**config.mk**
```make
export PLATFORM = sky130hd
export DESIGN_NAME = mining_scheduler_flat
export DESIGN_NICKNAME = d
export VERILOG_FILES = /design/src/rtl/mining_scheduler_if.sv /design/src/rtl/mining_scheduler.sv /design/src/flat_wrapper.sv
export SDC_FILE = /design/constraint.sdc
export NUM_CORES = 1
export LEC_CHECK = 0
export BUFFER_PORTS_ARGS = -buffer_cell sky130_fd_sc_hd__buf_2
export CORE_UTILIZATION = 35
export DETAILED_ROUTE_END_ITERATION = 8
export PLACE_DENSITY = 0.59
export SLEW_MARGIN = 20
export SYNTH_ARGS = -nofsm -noshare
export SYNTH_HDL_FRONTEND = slang
export SYNTH_SLANG_ARGS = --single-unit
```
**constraint.sdc**
```tcl
create_clock -name clk -period 3.6 [get_ports clk]
set_input_delay 0.54 -clock clk [delete_from_list [all_inputs] [get_ports clk]]
set_output_delay 0.54 -clock clk [all_outputs]
set_load 0.02 [all_outputs]
```
**src/rtl/mining_scheduler_if.sv**
```systemverilog
// Job, miner-core and result signals of the mining scheduler, grouped into one bundle.
// The scheduler uses the slave view; its environment uses the master view.
interface mining_scheduler_if;
  logic        job_valid;
  logic        job_ready;
  logic [95:0] job_payload;
  logic [7:0]  job_target;

  logic        miner_active;
  logic [95:0] miner_payload;
  logic [7:0]  miner_target;
  logic        miner_terminado;
  logic [31:0] miner_nonce;
  logic [23:0] miner_hash;

  logic        res_valid;
  logic        res_ready;
  logic [31:0] res_nonce;
  logic [23:0] res_hash;
  logic [3:0]  res_tag;
  logic [31:0] res_cycles;
  logic        res_timeout;

  modport slave (
    input  job_valid, job_payload, job_target,
    input  miner_terminado, miner_nonce, miner_hash,
    input  res_ready,
    output job_ready,
    output miner_active, miner_payload, miner_target,
    output res_valid, res_nonce, res_hash, res_tag, res_cycles, res_timeout
  );

  modport master (
    output job_valid, job_payload, job_target,
    output miner_terminado, miner_nonce, miner_hash,
    output res_ready,
    input  job_ready,
    input  miner_active, miner_payload, miner_target,
    input  res_valid, res_nonce, res_hash, res_tag, res_cycles, res_timeout
  );
endinterface

```
**src/rtl/mining_scheduler.sv**
```systemverilog
// Job scheduler for a nonce-search core: queues tagged jobs, runs them one at a time,
// aborts a job after MAX_CYCLES and hands each result downstream with a valid/ready handshake.
module mining_scheduler #(
  parameter int unsigned DEPTH      = 4,
  parameter logic [31:0] MAX_CYCLES = 32'd1000000
) (
  input  logic               clk,
  input  logic               reset,
  mining_scheduler_if.slave  bus
);

  localparam int unsigned   AW      = (DEPTH > 1) ? $clog2(DEPTH) : 1;
  localparam logic [AW:0]   DEPTH_C = (AW + 1)'(DEPTH);

  typedef enum logic [1:0] {IDLE, LOAD, RUN, DONE} state_t;

  typedef struct packed {
    logic [95:0] payload;
    logic [7:0]  target;
    logic [3:0]  tag;
  } job_t;

  job_t          mem_q [DEPTH];
  job_t          head;
  logic [AW-1:0] wr_ptr_q, wr_ptr_d;
  logic [AW-1:0] rd_ptr_q, rd_ptr_d;
  logic [AW:0]   count_q, count_d;
  logic [3:0]    tag_q, tag_d;
  logic          alive_q;
  logic          push, pop;

  state_t        state_q;
  logic [31:0]   cycles_q;
  logic [31:0]   cycles_inc;
  logic [3:0]    run_tag_q;
  logic          miner_active_q;
  logic [95:0]   miner_payload_q;
  logic [7:0]    miner_target_q;
  logic          res_valid_q;
  logic [31:0]   res_nonce_q;
  logic [23:0]   res_hash_q;
  logic [3:0]    res_tag_q;
  logic [31:0]   res_cycles_q;
  logic          res_timeout_q;

  // alive_q keeps job_ready low during reset even though the empty count would allow a push.
  assign bus.job_ready = alive_q && (count_q < DEPTH_C);
  assign push          = bus.job_valid && bus.job_ready;
  assign pop           = res_valid_q && bus.res_ready;
  assign head          = mem_q[rd_ptr_q];
  assign cycles_inc    = cycles_q + 32'd1;

  always_comb begin
    wr_ptr_d = wr_ptr_q;
    rd_ptr_d = rd_ptr_q;
    count_d  = count_q;
    tag_d    = tag_q;
    if (push) begin
      wr_ptr_d = wr_ptr_q + 1'b1;
      tag_d    = tag_q + 4'd1;
    end
    if (pop) begin
      rd_ptr_d = rd_ptr_q + 1'b1;
    end
    unique case ({push, pop})
      2'b10:   count_d = count_q + 1'b1;
      2'b01:   count_d = count_q - 1'b1;
      default: count_d = count_q;
    endcase
  end

  // NOTE: state registers use non-blocking assignments so every flop samples pre-edge values.
  always_ff @(posedge clk) begin
    if (reset) begin
      wr_ptr_q <= '0;
      rd_ptr_q <= '0;
      count_q  <= '0;
      tag_q    <= '0;
      alive_q  <= 1'b0;
    end else begin
      wr_ptr_q <= wr_ptr_d;
      rd_ptr_q <= rd_ptr_d;
      count_q  <= count_d;
      tag_q    <= tag_d;
      alive_q  <= 1'b1;
    end
  end

  // NOTE: the job storage is not reset; emptying the pointers and count is enough to discard it.
  always_ff @(posedge clk) begin
    if (push) begin
      mem_q[wr_ptr_q] <= {bus.job_payload, bus.job_target, tag_q};
    end
  end

  always_ff @(posedge clk) begin
    if (reset) begin
      state_q         <= IDLE;
      cycles_q        <= '0;
      run_tag_q       <= '0;
      miner_active_q  <= 1'b0;
      miner_payload_q <= '0;
      miner_target_q  <= '0;
      res_valid_q     <= 1'b0;
      res_nonce_q     <= '0;
      res_hash_q      <= '0;
      res_tag_q       <= '0;
      res_cycles_q    <= '0;
      res_timeout_q   <= 1'b0;
    end else begin
      unique case (state_q)
        IDLE: begin
          if (count_q != '0) begin
            state_q         <= LOAD;
            miner_payload_q <= head.payload;
            miner_target_q  <= head.target;
            run_tag_q       <= head.tag;
            cycles_q        <= '0;
          end
        end
        LOAD: begin
          state_q        <= RUN;
          miner_active_q <= 1'b1;
          cycles_q       <= '0;
        end
        RUN: begin
          cycles_q <= cycles_inc;
          // A find in the same cycle as the timeout still reports the nonce.
          if (bus.miner_terminado) begin
            state_q        <= DONE;
            miner_active_q <= 1'b0;
            res_valid_q    <= 1'b1;
            res_nonce_q    <= bus.miner_nonce;
            res_hash_q     <= bus.miner_hash;
            res_tag_q      <= run_tag_q;
            res_cycles_q   <= cycles_inc;
            res_timeout_q  <= 1'b0;
          end else if (cycles_inc == MAX_CYCLES) begin
            state_q        <= DONE;
            miner_active_q <= 1'b0;
            res_valid_q    <= 1'b1;
            res_nonce_q    <= '0;
            res_hash_q     <= '0;
            res_tag_q      <= run_tag_q;
            res_cycles_q   <= MAX_CYCLES;
            res_timeout_q  <= 1'b1;
          end
        end
        DONE: begin
          if (bus.res_ready) begin
            state_q         <= IDLE;
            res_valid_q     <= 1'b0;
            miner_payload_q <= '0;
            miner_target_q  <= '0;
          end
        end
      endcase
    end
  end

  assign bus.miner_active  = miner_active_q;
  assign bus.miner_payload = miner_payload_q;
  assign bus.miner_target  = miner_target_q;
  assign bus.res_valid     = res_valid_q;
  assign bus.res_nonce     = res_nonce_q;
  assign bus.res_hash      = res_hash_q;
  assign bus.res_tag       = res_tag_q;
  assign bus.res_cycles    = res_cycles_q;
  assign bus.res_timeout   = res_timeout_q;

endmodule

```
**src/flat_wrapper.sv**
```systemverilog
// flat-port wrapper written by rule: the top's interface ports become plain ports
module mining_scheduler_flat 
#(
  parameter int unsigned DEPTH      = 4,
  parameter logic [31:0] MAX_CYCLES = 32'd1000000
)
  (clk, reset, bus_job_valid, bus_job_payload, bus_job_target, bus_miner_terminado, bus_miner_nonce, bus_miner_hash, bus_res_ready, bus_job_ready, bus_miner_active, bus_miner_payload, bus_miner_target, bus_res_valid, bus_res_nonce, bus_res_hash, bus_res_tag, bus_res_cycles, bus_res_timeout);
  mining_scheduler_if bus_i ();
  input  logic clk;
  input  logic reset;
  input wire logic [$bits(bus_i.job_valid)-1:0] bus_job_valid;
  input wire logic [$bits(bus_i.job_payload)-1:0] bus_job_payload;
  input wire logic [$bits(bus_i.job_target)-1:0] bus_job_target;
  input wire logic [$bits(bus_i.miner_terminado)-1:0] bus_miner_terminado;
  input wire logic [$bits(bus_i.miner_nonce)-1:0] bus_miner_nonce;
  input wire logic [$bits(bus_i.miner_hash)-1:0] bus_miner_hash;
  input wire logic [$bits(bus_i.res_ready)-1:0] bus_res_ready;
  output wire logic [$bits(bus_i.job_ready)-1:0] bus_job_ready;
  output wire logic [$bits(bus_i.miner_active)-1:0] bus_miner_active;
  output wire logic [$bits(bus_i.miner_payload)-1:0] bus_miner_payload;
  output wire logic [$bits(bus_i.miner_target)-1:0] bus_miner_target;
  output wire logic [$bits(bus_i.res_valid)-1:0] bus_res_valid;
  output wire logic [$bits(bus_i.res_nonce)-1:0] bus_res_nonce;
  output wire logic [$bits(bus_i.res_hash)-1:0] bus_res_hash;
  output wire logic [$bits(bus_i.res_tag)-1:0] bus_res_tag;
  output wire logic [$bits(bus_i.res_cycles)-1:0] bus_res_cycles;
  output wire logic [$bits(bus_i.res_timeout)-1:0] bus_res_timeout;
  assign bus_i.job_valid = bus_job_valid;
  assign bus_i.job_payload = bus_job_payload;
  assign bus_i.job_target = bus_job_target;
  assign bus_i.miner_terminado = bus_miner_terminado;
  assign bus_i.miner_nonce = bus_miner_nonce;
  assign bus_i.miner_hash = bus_miner_hash;
  assign bus_i.res_ready = bus_res_ready;
  assign bus_job_ready = bus_i.job_ready;
  assign bus_miner_active = bus_i.miner_active;
  assign bus_miner_payload = bus_i.miner_payload;
  assign bus_miner_target = bus_i.miner_target;
  assign bus_res_valid = bus_i.res_valid;
  assign bus_res_nonce = bus_i.res_nonce;
  assign bus_res_hash = bus_i.res_hash;
  assign bus_res_tag = bus_i.res_tag;
  assign bus_res_cycles = bus_i.res_cycles;
  assign bus_res_timeout = bus_i.res_timeout;
  mining_scheduler #(.DEPTH(DEPTH), .MAX_CYCLES(MAX_CYCLES)) u_core (.clk(clk), .reset(reset), .bus(bus_i));
endmodule
```
==> metrics.txt <==
outcome=finished clean; ys flop type=edfxtp_1; CP Class=flop to flop; hold depth=1; Initial Util=0.3557; Post-CTS Resized=0; Clk network pwr share=0.400; DP HPWL=38.07 mm; Worst R2R Start=u_core.cycles_q[2]; clock root buffer=clkbuf_16; sink of the worst hold path=u_core.mem_q[2][91]; TritonCTS Buffers=75; num rows=98; vias in the first global route=15770; hold_buf cts=0; Fin Hold WS=0.1344 ns; Setup Buffers After CTS=0; Final period util=0.9519; Clock Skew=0.02336 ns; Post-Syn Nets=1925; Vias=15930; Clock Tree Buf Depth=3; utilization after layout=0.4360; Pleak=11.14 nW; VDD IR max=0.5697 mV; Final Max Tran Viols=0; DR iter-0 viols=1074; Comb pwr share=0.159; Net Switching=5.574 mW; First-pass DRT Iterations=5; drt total wl=62.79 mm; CTS tree=built; dpl cells=2978; Synth Warn #=0; io pins=365; Syn Std Cell Area=25560 µm²; vias per cell=5.106; hold crit path type=primary input to flop; clk sink count=683; post-layout min period=3.427 ns; crit path capture type=flop; CTS clk-pin slew, worst paths=0.06 ns; Tot GR Track Use=0.1657; EDFF count, synth=432; initial antenna violation count=15; RD Place Congestion=0.8336; sequential fraction of design power=0.441; # nets final=2283; largest net degree at the start of global routing=167; cells on worst reg2reg path=11; final hold vios=0; die width=272.2 µm; DRC=0; Layout Cells excl Fill=3120; Synth Instances=1747; Area Growth Syn to Fin=22.56%; core box area=71850 µm²; grt total ovfl=0; worst-skew pair later-pin latency=0.61 ns; CP required=4.04 ns; Synth Register Bits=683; CTS HTree Levels=3; DRT antenna net count=0; first-pass GRT wire length=94.65 mm; pwr dens=651.2 nW/µm²; Internal=14.83 mW; port bufs=364; Max Clk Rate=291.8 MHz; post-synthesis sequential area ratio=0.7041; worst relative slew slack=0.2408; Hold Startpoint=bus_job_payload[79]; die area=74110 µm²; post-synthesis async set-or-reset flop share=0; R2R Setup Slk=0.17 ns; CP Max Fanout=57; Yosys cell types=57; die height=272.2 µm; worst r2r dst=u_core.bus.res_nonce[16]; Max Cap Violations=0; fill count=6558; mean post-synth cell area=14.63 µm²; actual slew at the worst max-slew pin=1.139 ns; Startpoint Class=flop; layout cell share with drive strength beyond 1=0.3041; switching share of power=0.2732; average wire per standard cell=20.12 µm; RSZ-0062 raised after global routing=no; final setup vio count=0; final setup TNS=0 ns; Worst Path Arrival=3.86 ns
[state kept, by name, indices dropped and copies added, names as in the netlist, named ones only]
name and flops:
u_core.mem_q 432, u_core.bus.miner_payload 96, u_core.bus.res_cycles 32, u_core.bus.res_nonce 32
u_core.cycles_q 32, u_core.bus.res_hash 24, u_core.bus.miner_target 8, u_core.bus.res_tag 4
u_core.run_tag_q 4, u_core.tag_q 4, u_core.count_q 3, u_core.rd_ptr_q 2
u_core.state_q 2, u_core.wr_ptr_q 2, u_core.alive_q 1, u_core.bus.miner_active 1
u_core.bus.res_timeout 1, u_core.bus.res_valid 1
[worst max-delay path, cell delays in order, from the launching register on]
cell     delay [ns]
dfxtp_1        0.52
nand4_4        0.21
nor4_4         0.59
nand3_1        0.27
xnor2_1        0.26
nor4_1         0.43
buf_4          0.19
nand4_1        0.14
buf_12         0.22
buf_12         0.19
nand3_1        0.12
a21oi_1        0.07
[layout by cell type (no fill, tap or decap), types with 4 or more instances in the layout]
| cell | Yosys | final |
|---|---|---|
| xor2_1 | 15 | 15 |
| a211oi_2 | 4 | 4 |
| nor3_1 | 17 | 17 |
| a31oi_1 | 9 | 9 |
| nand2_1 | 127 | 126 |
| mux2i_1 | 6 | 6 |
| nand4_1 | 12 | 12 |
| clkbuf_8 | 0 | 4 |
| clkbuf_1 | 101 | 16 |
| nand3_1 | 88 | 88 |
| mux4_2 | 108 | 108 |
| ha_1 | 12 | 12 |
| nor4_1 | 7 | 7 |
| edfxtp_1 | 432 | 432 |
| xnor2_1 | 23 | 23 |
| o21ai_0 | 15 | 15 |
| and3_1 | 10 | 6 |
| nor2_1 | 169 | 168 |
| a31o_2 | 4 | 4 |
| dfxtp_1 | 251 | 249 |
| clkbuf_16 | 0 | 78 |
| or3_1 | 4 | 4 |
| bufinv_16 | 0 | 13 |
| buf_4 | 1 | 32 |
| inv_1 | 18 | 18 |
| and3_4 | 0 | 4 |
| a211oi_1 | 4 | 4 |
| clkinv_1 | 0 | 9 |
| clkinv_2 | 0 | 8 |
| nand3b_1 | 4 | 4 |
| a22oi_1 | 118 | 118 |
| buf_12 | 0 | 15 |
| and2_1 | 8 | 7 |
| buf_2 | 16 | 363 |
| or4_1 | 4 | 4 |
| nor3b_1 | 4 | 4 |
| a21oi_1 | 110 | 110 |
[how the worst max path moves through the flow]
stage / start / endpoint / cells past startpoint
after floorplan: u_core.cycles_q[1] / u_core.bus.res_cycles[22] / 12
after global placement: u_core.cycles_q[2] / u_core.bus.res_nonce[16] / 11
after detailed placement: u_core.cycles_q[2] / u_core.bus.res_nonce[16] / 11
after CTS: u_core.cycles_q[2] / u_core.bus.res_nonce[6] / 11
after global routing: u_core.cycles_q[10] / u_core.bus.res_nonce[11] / 11
final: u_core.cycles_q[2] / u_core.bus.res_nonce[16] / 11
[cell families after synthesis]
group                      synth area share
AOI/OAI and AO/OA                   0.07147
buffers and inverters               0.02330
xor gates and xnor gates            0.01302
adders and majority gates          0.006657
and+or+nand+nor                     0.08395
muxes                               0.09751
DFF                                  0.7041
[per-layer routing]
| metal | track usage | wire length, µm | vias to the layer above |
|---|---|---|---|
| met5 | 0 | 120 | - |
| met3 | 0.05607 | 5070 | 98 |
| met2 | 0.2642 | 29450 | 447 |
| li1 | - | - | 7361 |
| met1 | 0.2163 | 27080 | 8006 |
| met4 | 0.04125 | 1070 | 20 |
[cells in the mapped netlist (16+ instances only)]
cell type  count  area, µm²
nor3_1        17      85.08
edfxtp_1     432      12970
inv_1         18      67.56
clkbuf_1     101      379.1
nand3_1       88      440.4
mux4_2       108       2432
a21oi_1      110      550.5
a22oi_1      118      885.9
buf_2         16      80.08
xnor2_1       23      201.4
nand2_1      127      476.7
dfxtp_1      251       5025
nor2_1       169      634.4
[area by class of cell]
type / count / area (µm²) / area share
antenna: 3 / 7.507 / 0.0002396
clock buffer: 97 / 2053 / 0.06554
clock inverter: 42 / 624.3 / 0.01993
inverter: 18 / 67.56 / 0.002157
multi-input combinational: 916 / 7010 / 0.2238
sequential: 683 / 18000 / 0.5747
tap: 950 / 1189 / 0.03794
timing repair buffer: 411 / 2371 / 0.07568
[through the flow]
step | instance area, µm² | worst slack, ns | total power, mW
after global routing | 31320 | 0.05314 | 21.25
after global placement | 28640 | 0.3010 | 12.39
after floorplan | 25570 | 0.6002 | 11.14
final | 31330 | 0.1732 | 20.40
after detailed placement | 28640 | 0.2816 | 12.45
after CTS | 31320 | 0.2903 | 20.68
[power groups by stage]
stage	logic (mW)	clock network (mW)	registers [mW]
2_1_floorplan	1.63	0	9.51
4_1_cts	3.30	8.38	9.00
3_5_place_dp	3.29	0	9.16
6_report	3.24	8.17	9.00
3_3_place_gp	3.26	0	9.14
5_1_grt	3.53	8.68	9.04
Power figures use the tool's default switching activity.
